[src/rtl/serial_sub_pkg.sv]
// Shared definitions for the bit-serial subtractor: FSM state encodings.
package serial_sub_pkg;

  typedef logic [1:0] sub_state_t;

  localparam sub_state_t S_IDLE = 2'd0;
  localparam sub_state_t S_RUN  = 2'd1;
  localparam sub_state_t S_DONE = 2'd2;

endpackage

[src/rtl/full_subtract.sv]
// One-bit full subtractor cell: diff = a - b - c, borrow out when a < b + c.
module full_subtract (
  input  logic a,
  input  logic b,
  input  logic c,
  output logic diff,
  output logic borrow
);

  always_comb begin
    diff   = a ^ b ^ c;
    borrow = (~a & b) | (~a & c) | (b & c);
  end

endmodule

[src/rtl/serial_subtract.sv]
// Bit-serial unsigned subtractor a - b - bin, LSB first through one full_subtract
// cell, with valid/ready handshakes on operand input and result output.
module serial_subtract
  import serial_sub_pkg::*;
#(
  parameter int unsigned WIDTH = 8
) (
  input  logic             clk,
  input  logic             rst,
  input  logic             in_valid,
  output logic             in_ready,
  input  logic [WIDTH-1:0] a_in,
  input  logic [WIDTH-1:0] b_in,
  input  logic             bin,
  output logic             out_valid,
  input  logic             out_ready,
  output logic [WIDTH-1:0] diff,
  output logic             borrow_out
);

  localparam int unsigned CW = $clog2(WIDTH);
  localparam logic [CW-1:0] LAST = CW'(WIDTH - 1);

  sub_state_t       state;
  logic [WIDTH-1:0] a_sr;
  logic [WIDTH-1:0] b_sr;
  logic [WIDTH-1:0] diff_sr;
  logic             brw_r;
  logic [CW-1:0]    cnt;

  logic             cell_d;
  logic             cell_bo;
  logic [WIDTH-1:0] diff_next;

  full_subtract u_cell (
    .a      (a_sr[0]),
    .b      (b_sr[0]),
    .c      (brw_r),
    .diff   (cell_d),
    .borrow (cell_bo)
  );

  always_comb begin
    diff_next = {cell_d, diff_sr[WIDTH-1:1]};
    in_ready  = (state == S_IDLE);
    out_valid = (state == S_DONE);
  end

  always_ff @(posedge clk) begin
    if (rst) begin
      state      <= S_IDLE;
      a_sr       <= '0;
      b_sr       <= '0;
      diff_sr    <= '0;
      brw_r      <= 1'b0;
      cnt        <= '0;
      diff       <= '0;
      borrow_out <= 1'b0;
    end else begin
      case (state)
        S_IDLE: begin
          if (in_valid) begin
            a_sr    <= a_in;
            b_sr    <= b_in;
            brw_r   <= bin;
            cnt     <= '0;
            diff_sr <= '0;
            state   <= S_RUN;
          end
        end
        S_RUN: begin
          diff_sr <= diff_next;
          a_sr    <= a_sr >> 1;
          b_sr    <= b_sr >> 1;
          brw_r   <= cell_bo;
          // cnt holds at LAST instead of overflowing when WIDTH is a power of two
          if (cnt == LAST) begin
            diff       <= diff_next;
            borrow_out <= cell_bo;
            state      <= S_DONE;
          end else begin
            cnt <= cnt + 1'b1;
          end
        end
        S_DONE: begin
          if (out_ready) state <= S_IDLE;
        end
        default: state <= S_IDLE;
      endcase
    end
  end

endmodule

[config.mk]
export PLATFORM = sky130hd
export DESIGN_NAME = serial_subtract
export DESIGN_NICKNAME = d
export VERILOG_FILES = /design/src/rtl/serial_sub_pkg.sv /design/src/rtl/full_subtract.sv /design/src/rtl/serial_subtract.sv
export SDC_FILE = /design/constraint.sdc
export NUM_CORES = 1
export LEC_CHECK = 0
export ABC_AREA = 1
export BUFFER_PORTS_ARGS = -buffer_cell sky130_fd_sc_hd__clkbuf_2
export CAP_MARGIN = 20
export CORE_ASPECT_RATIO = 0.5
export CORE_MARGIN = 1
export CORE_UTILIZATION = 30
export CTS_BUF_LIST = sky130_fd_sc_hd__clkbuf_8
export DETAILED_ROUTE_END_ITERATION = 10
export MAX_ROUTING_LAYER = met4
export SYNTH_ARGS = -nofsm -noshare
export SYNTH_HDL_FRONTEND = slang
export SYNTH_SLANG_ARGS = --single-unit
export TNS_END_PERCENT = 100
[constraint.sdc]
create_clock -name clk -period 1.6 [get_ports clk]
set_input_delay 0.4 -clock clk [delete_from_list [all_inputs] [get_ports clk]]
set_output_delay 0.4 -clock clk [all_outputs]
set_load 0.01 [all_outputs]
-- Word level (Yosys, flattened, before mapping)
Cells that the tools add are included.
- memories: 0
- output and inout bits: 11
- bits in read-only memories: 0
- logic and storage cells: 45
- flip-flop bits (word level): 39
- latch bits: 0
- input port bits: 21
- bits in writable memories: 0
- shifts and indexed selects: 0
- multiplexer cells: 15
- multipliers: 0
- divide/modulo/power cells: 0
- $add $sub $neg: 1
- $lt $le $gt $ge: 0
- reductions and logical operators: 6
- bitwise gates (word level): 8
- eq/ne operators: 7
- operators with widths (cell ; count):
    8-bit one-hot mux with 2 select lines ; 3
    8-bit 2-to-1 mux ; 3
    2-bit 2-to-1 mux ; 3
    3-bit 2-to-1 mux ; 2
    2-bit inequality test (second input constant) ; 3
    2-bit one-hot mux with 3 select lines ; 1
    3-bit one-hot mux with 2 select lines ; 1
    3-bit AND reduction ; 2
    2-bit AND reduction ; 2
    3-bit by 1-bit adder with 3-bit output (second input constant) ; 1
    1-bit AND ; 3
    3-bit equality test (second input constant) ; 1
    2-bit by 1-bit equality test with 1-bit output (second input constant) ; 1
    2-bit equality test (second input constant) ; 1
    2-bit logical NOT ; 1
    2-bit by 1-bit inequality test with 1-bit output (second input constant) ; 1
    1-bit bitwise OR ; 2
    1-bit one-hot mux with 2 select lines ; 1
    2-bit nonzero test ; 1
    1-bit bitwise XOR ; 2
    1-bit 2-to-1 mux ; 1
    1-bit NOT ; 1

-- Longest topological paths before layout
Gate-level depths: netlist (run 1).
- depth in word-level cells: 5
- mapped depth: 8
- gate-level depth less buffers: 7

-- Hierarchy
Synthesis (run 1) repeated with hierarchy kept, for this count alone.
- cell total of the unflattened synthesis: 266
- area, all modules: 1814.2 um^2
- modules (own cells, without submodules) (module ; area an instance (um^2) ; times used ; cells each):
    serial_subtract ; 1786.7 ; 1 ; 263
    full_subtract ; 27.5 ; 1 ; 3

-- Worst setup path after synthesis (run 1)
No wires, ideal clock.
- path type: register to register
- from: register cnt[0]
- to: register cnt[1]
- data required time: 1.468 ns
- period minus slack after synthesis: 1.216 ns
- path slack: 0.384 ns
- cell stages (with the launch flop): 7
- data arrival time: 1.084 ns
- library setup time: 0.132 ns
- path through: dfxtp_1 ha_1 ha_1 inv_1 nand3_1 nand3_1 a21oi_1
- longest elaborated chain between the ends: 3
- RTL lines (element ; line ; source):
    start, declared ; serial_subtract.sv:29 ; logic [CW-1:0] cnt;
    start signal, assigned ; serial_subtract.sv:82 ; cnt <= cnt + 1'b1;
    3-bit by 1-bit adder with 3-bit output or 3-bit equality test (tied branches) ; serial_subtract.sv:82, serial_subtract.sv:77 ;
    3-bit 2-to-1 mux or 2-bit inequality test (tied branches) ; -- ;
    3-bit one-hot mux with 2 select lines or 3-bit AND reduction (tied branches) ; -- ;
Parallel ways exist; a longest one is shown, timed or not. The select of a mux whose other input is x is not followed.
A chain may end at the register's enable or synchronous reset.

-- Worst setup path in the final report (run 1)
- from: register state[1]
- to: output port out_valid
- longest elaborated chain between the ends: 1
- RTL lines (element ; line ; source):
    start, declared ; serial_subtract.sv:24 ; sub_state_t state;
    start signal, assigned ; serial_subtract.sv:51 ; state <= S_IDLE;
    start signal, assigned ; serial_subtract.sv:68 ; state <= S_RUN;
    start signal, assigned ; serial_subtract.sv:80 ; state <= S_DONE;
    2-bit equality test ; serial_subtract.sv:46 ; out_valid = (state == S_DONE);
    end, declared ; serial_subtract.sv:15 ; output logic out_valid,
Every way passes these cells.

==> metrics.yaml, run 1 <==
dr.pass1.iters: 4
power_density_nw_per_um2: 1020
grt_pass1_vias: 1348
synth_nets: 271
r2r_slack_ps: 260
skew_ps: 8.75
dpl_worst_slack_ps: 281
worstMarginPinSlew_ps: 354
max_stage_delay_ps: 360
fmax_mhz: 700
postRouteWirelength_mm: 3.42
ctsLongestPathBuffers: 2
die-area_sq_um: 5970
status: "finished, final reports clean"
numClockSinks: 38
synth_seq_area_share: 0.449
synthesis.instances: 247
cts_setup_buffers: 0
die_h_um: 55.1
worst_slack_ps: 172
synth_area_leaders: "dfxtp_1 45%, nand2_1 20%, nor2_1 8.4%, a21oi_1 6.2%, inv_1 5.3%"
path_class: "reg2out"
drive_gt1_frac: 0.175
drtAntennaViolNets: 0
drt-initial-drc-count: 47
place_hpwl_mm: 2.35
antenna_found_initial: 0
viasPerCell: 4.33
synth_top_area_frac: 0.449
cts_resized: 0
r2r.worst_path.cells: 5
die_w_um: 108
ys_warn_count: 0
portBuffers: 31
relSlewSlack: 0.763
io_pins: 32
grt_max_degree: 40
cts_root_buf: "clkbuf_8"
fin_crit_sh: 0.893
grt_setup_unrepaired: "false"
cts_tree: "yes"
setup_viol: 0
wire_per_inst_um: 9.78
final_common_cell: "nand2_1"
synth_area_leader_cell: "dfxtp_1"
netlist_area_sq_um: 1690
cts_hold_buf: 0
dr_total_vias: 1516
startpoint_type: "register"
required_ps: 1200
place_congestion: 0.738
drc: 0
grt_pass1_wl_mm: 5.66
hold_viol: 0
coreArea_sq_um: 5180
fin_tns_setup_ps: 0
synth.distinct_cells: 18
insertedDiodeCount: 0
insertion_delay_ps: 290
slowest_stage: "dfxtp_1"
hold_path.class: "in2reg"
area_delta_synth_final_pct: 20.2
mostFrequentLayoutCells: "92 x nand2_1, 38 x nor2_1, 38 x dfxtp_1"
synth.ff_latch_count: 38
crit_path_end: "out_valid"
gr-total-overflow: 0
finalMaxSlewViolations: 0
peakVddDrop_mv: 0.459
leakagePower_nw: 0.953
crit-reg2reg-launch: "cnt[0]$_SDFFE_PP0P_"
cts.clk_slew.worst_paths_ps: 80
startpoint: "state[1]$_SDFFE_PP0P_"
start_util: 0.327
critPathCaptureType: "output pin"
htree_levels: 2
track_usage: 0.131
nets: 303
crit_arrival_ps: 1030
cap_violations: 0
rows: 18
timing.final.crit_period_ps: 1430
cts_buffers: 5
r2r-end: "diff[6]$_SDFFE_PP0P_"
crit_chain: "inv_1 > nor2_1 > clkbuf_2"
crit_fanout: 4
synth.avg_cell_area_sq_um: 6.86
[layout make-up]
type,count,area [sq um]
Fill cell,554,3140
Multi-Input combinational cell,174,766
Sequential cell,38,761
Timing Repair Buffer,36,218
Inverter,24,90.1
Tap cell,70,87.6
Clock buffer,5,68.8
Clock inverter,3,45.0
[Yosys cell counts (all sizes together)]
| cell type | number |
|---|---|
| a21oi | 21 |
| buf | 7 |
| clkbuf | 4 |
| dfxtp | 38 |
| fa | 1 |
| ha | 2 |
| inv | 24 |
| nand2 | 93 |
| nand3 | 3 |
| nor2 | 39 |
| o21ai | 15 |
[layer usage]
layer | wire [um] | vias to the layer above | global-route usage | share of wire
li1 | - | 819 | - | -
met1 | 1670 | 675 | 0.140 | 0.49
met2 | 1590 | 17 | 0.236 | 0.46
met3 | 117 | 5 | 0.0398 | 0.034
met4 | 46 | 0 | 0.0608 | 0.013
met5 | 0 | - | - | 0
[metrics by stage]
step	cell area, sq um	util	cells	total power, mW	hold slack (ps)
5_1_grt	2040	0.393	350	2.20	340
3_3_place_gp	1920	0.371	342	1.28	449
4_1_cts	2040	0.393	350	2.11	340
6_report	2040	0.393	350	2.08	345
3_5_place_dp	1920	0.371	342	1.29	454
2_1_floorplan	1690	-	247	1.22	440
[critical path: cells and delay by family (launching register included)]
family / cells / cell delay (ps)
buffers and inverters: 2 / 250
flip-flops: 1 / 360
AND/OR/NAND/NOR: 1 / 140
[power by group]
part           switching (mW)  leakage, nW  internal [mW]  total [mW]
logic                   0.151        0.592          0.101       0.253
registers              0.0189        0.311          0.989        1.01
clock network           0.358       0.0504          0.464       0.822
[flip-flops by register name, summed over array words and instances, names as in the netlist]
register    flops
b_sr            8
brw_r           1
a_sr            8
state           2
diff_sr         7
diff            8
cnt             3
borrow_out      1
[cells by family after synthesis]
family | Yosys count | share of synthesized area
buf+inv | 35 | 0.0990
simple gates | 135 | 0.312
flops | 38 | 0.449
compound gates | 36 | 0.113
fa+ha+maj | 3 | 0.0266
[worst min path at each step]
stage                            start                 endpoint  slack (ps)  depth (start not counted)
2_1_floorplan  diff_sr[1]$_SDFFE_PP0P_  diff_sr[1]$_SDFFE_PP0P_         440                          2
5_1_grt                        a_in[7]     a_sr[7]$_SDFFE_PP0P_         340                          3
3_5_place_dp      diff[1]$_SDFFE_PP0P_     diff[1]$_SDFFE_PP0P_         450                          2
6_report                       a_in[7]     a_sr[7]$_SDFFE_PP0P_         350                          3
3_3_place_gp   diff_sr[1]$_SDFFE_PP0P_  diff_sr[1]$_SDFFE_PP0P_         450                          2
4_1_cts                        b_in[7]     b_sr[7]$_SDFFE_PP0P_         340                          3
(Power assumes the default switching activity.)
==> inputs of run 2 (changes only) <==
BUFFER_PORTS_ARGS = not set   (was -buffer_cell sky130_fd_sc_hd__clkbuf_2)
DONT_BUFFER_PORTS = 1   (was not set)
==> run 2 against run 1 <==
Clock skew about the same; utilization down 3.6 points; worst setup slack better by 13 ps; global-route usage down 0.95 points; non-clock buffer count down 31; first-iteration DRC count up 40%; count of clock-buffer cells in the layout up 1; sequential cell count unchanged; largest power group unchanged.
==> metrics.yaml, run 2 (synthesis results as in run 1) <==
total_power_mw: 1.90
p_int_mw: 1.42
startpoint_type: "register"
fmax_mhz: 706
peakVddDrop_mv: 0.307
worstMarginPinSlew_ps: 342
power_density_nw_per_um2: 1030
fin_crit_sh: 0.885
wire_per_inst_um: 10.2
timing.final.crit_period_ps: 1420
status: "finished, final reports clean"
numClockSinks: 38
seqPwrFrac: 0.530
gr-total-overflow: 0
cts_root_buf: "clkbuf_8"
grt_pass1_wl_mm: 5.11
combPwrFrac: 0.113
start_util: 0.327
reg_top3: "a_sr: 8 flops, b_sr: 8 flops, diff: 8 flops"
fillers: 583
cts_tree: "yes"
grt_max_degree: 40
cts_buffers: 5
critPathCaptureType: "output pin"
wl_met2_mm: 1.43
insertedDiodeCount: 0
cap_violations: 0
fin_tns_setup_ps: 0
required_ps: 1200
topRoutingLayerUsed: "met4"
area_delta_synth_final_pct: 9.16
die_h_um: 55.1
nets: 272
die_w_um: 108
die-area_sq_um: 5970
ctsLongestPathBuffers: 2
final_common_cell: "nand2_1"
leakagePower_nw: 0.811
swShare: 0.257
drtAntennaViolNets: 0
finalMaxSlewViolations: 0
cts_resized: 0
mostFrequentLayoutCells: "92 x nand2_1, 38 x nor2_1, 38 x dfxtp_1"
setup_viol: 0
path_class: "reg2out"
drt-initial-drc-count: 66
io_pins: 32
rows: 18
dr_wl_met3_um: 205
r2r_slack_ps: 260
wl_met1_mm: 1.53
clock_power_share: 0.358
relSlewSlack: 0.771
viasPerCell: 4.43
place_hpwl_mm: 2.29
dr.pass1.iters: 5
dr_total_vias: 1413
hold_viol: 0
htree_levels: 2
multi_input_area_sq_um: 766
crit_arrival_ps: 1020
cts_setup_buffers: 0
crit_fanout: 4
drc: 0
final-seq-area_sq_um: 761
postRouteWirelength_mm: 3.24
cts_hold_buf: 0
grt_pass1_vias: 1187
antenna_found_initial: 0
drive_gt1_frac: 0.0723
coreArea_sq_um: 5180
hold_path.class: "in2reg"
track_usage: 0.122
insertion_delay_ps: 290
cts.clk_slew.worst_paths_ps: 80
portBuffers: 0
place_congestion: 0.825
skew_ps: 9.02
grt_setup_unrepaired: "false"
p_sw_mw: 0.488
run 2: final cells by class:
cell class / instances / area share
multi-input cells: 174 / 0.414
flip-flops and latches: 38 / 0.411
inverters: 24 / 0.0487
well taps: 70 / 0.0474
clock buffers: 6 / 0.0447
repair buffers: 5 / 0.0271
clock inverters: 2 / 0.00677
run 2: layer usage:
layer / track usage / vias up
met4: 0.0743 / 0
met2: 0.193 / 31
met1: 0.135 / 620
li1: - / 755
met5: - / -
met3: 0.0468 / 7
run 2: worst paths after layout:
| path | startpoint | endpoint | depth (start not counted) |
|---|---|---|---|
| worst min register to register | diff_sr[1]$_SDFFE_PP0P_ | diff_sr[1]$_SDFFE_PP0P_ | 2 |
| worst min-delay path | rst | diff_sr[6]$_SDFFE_PP0P_ | 1 |
| worst max register to register | cnt[0]$_SDFFE_PP0P_ | diff[2]$_SDFFE_PP0P_ | 5 |
| worst max-delay path | state[1]$_SDFFE_PP0P_ | out_valid | 2 |
run 2: critical path, stage by stage (launching register included):
cell     delay (ps)
dfxtp_1         370
inv_1           120
nor2_1          240
run 2: stage by stage:
stage	std cells	setup WS, ps	utilization	cell area [sq um]	hold slack, ps
floorplan	247	384	-	1690	440
CTS	319	186	0.357	1850	154
finish	319	185	0.357	1850	165
global placement	311	333	0.339	1750	442
global route	319	124	0.357	1850	151
detailed placement	311	274	0.339	1750	448
run 2: power groups by stage:
stage          Sequential (mW)  Combinational [mW]  Clock, mW
4_1_cts                   1.01               0.218      0.702
3_3_place_gp              1.03               0.210          0
5_1_grt                   1.01               0.248      0.739
6_report                  1.01               0.214      0.681
2_1_floorplan             1.03               0.190          0
3_5_place_dp              1.03               0.216          0
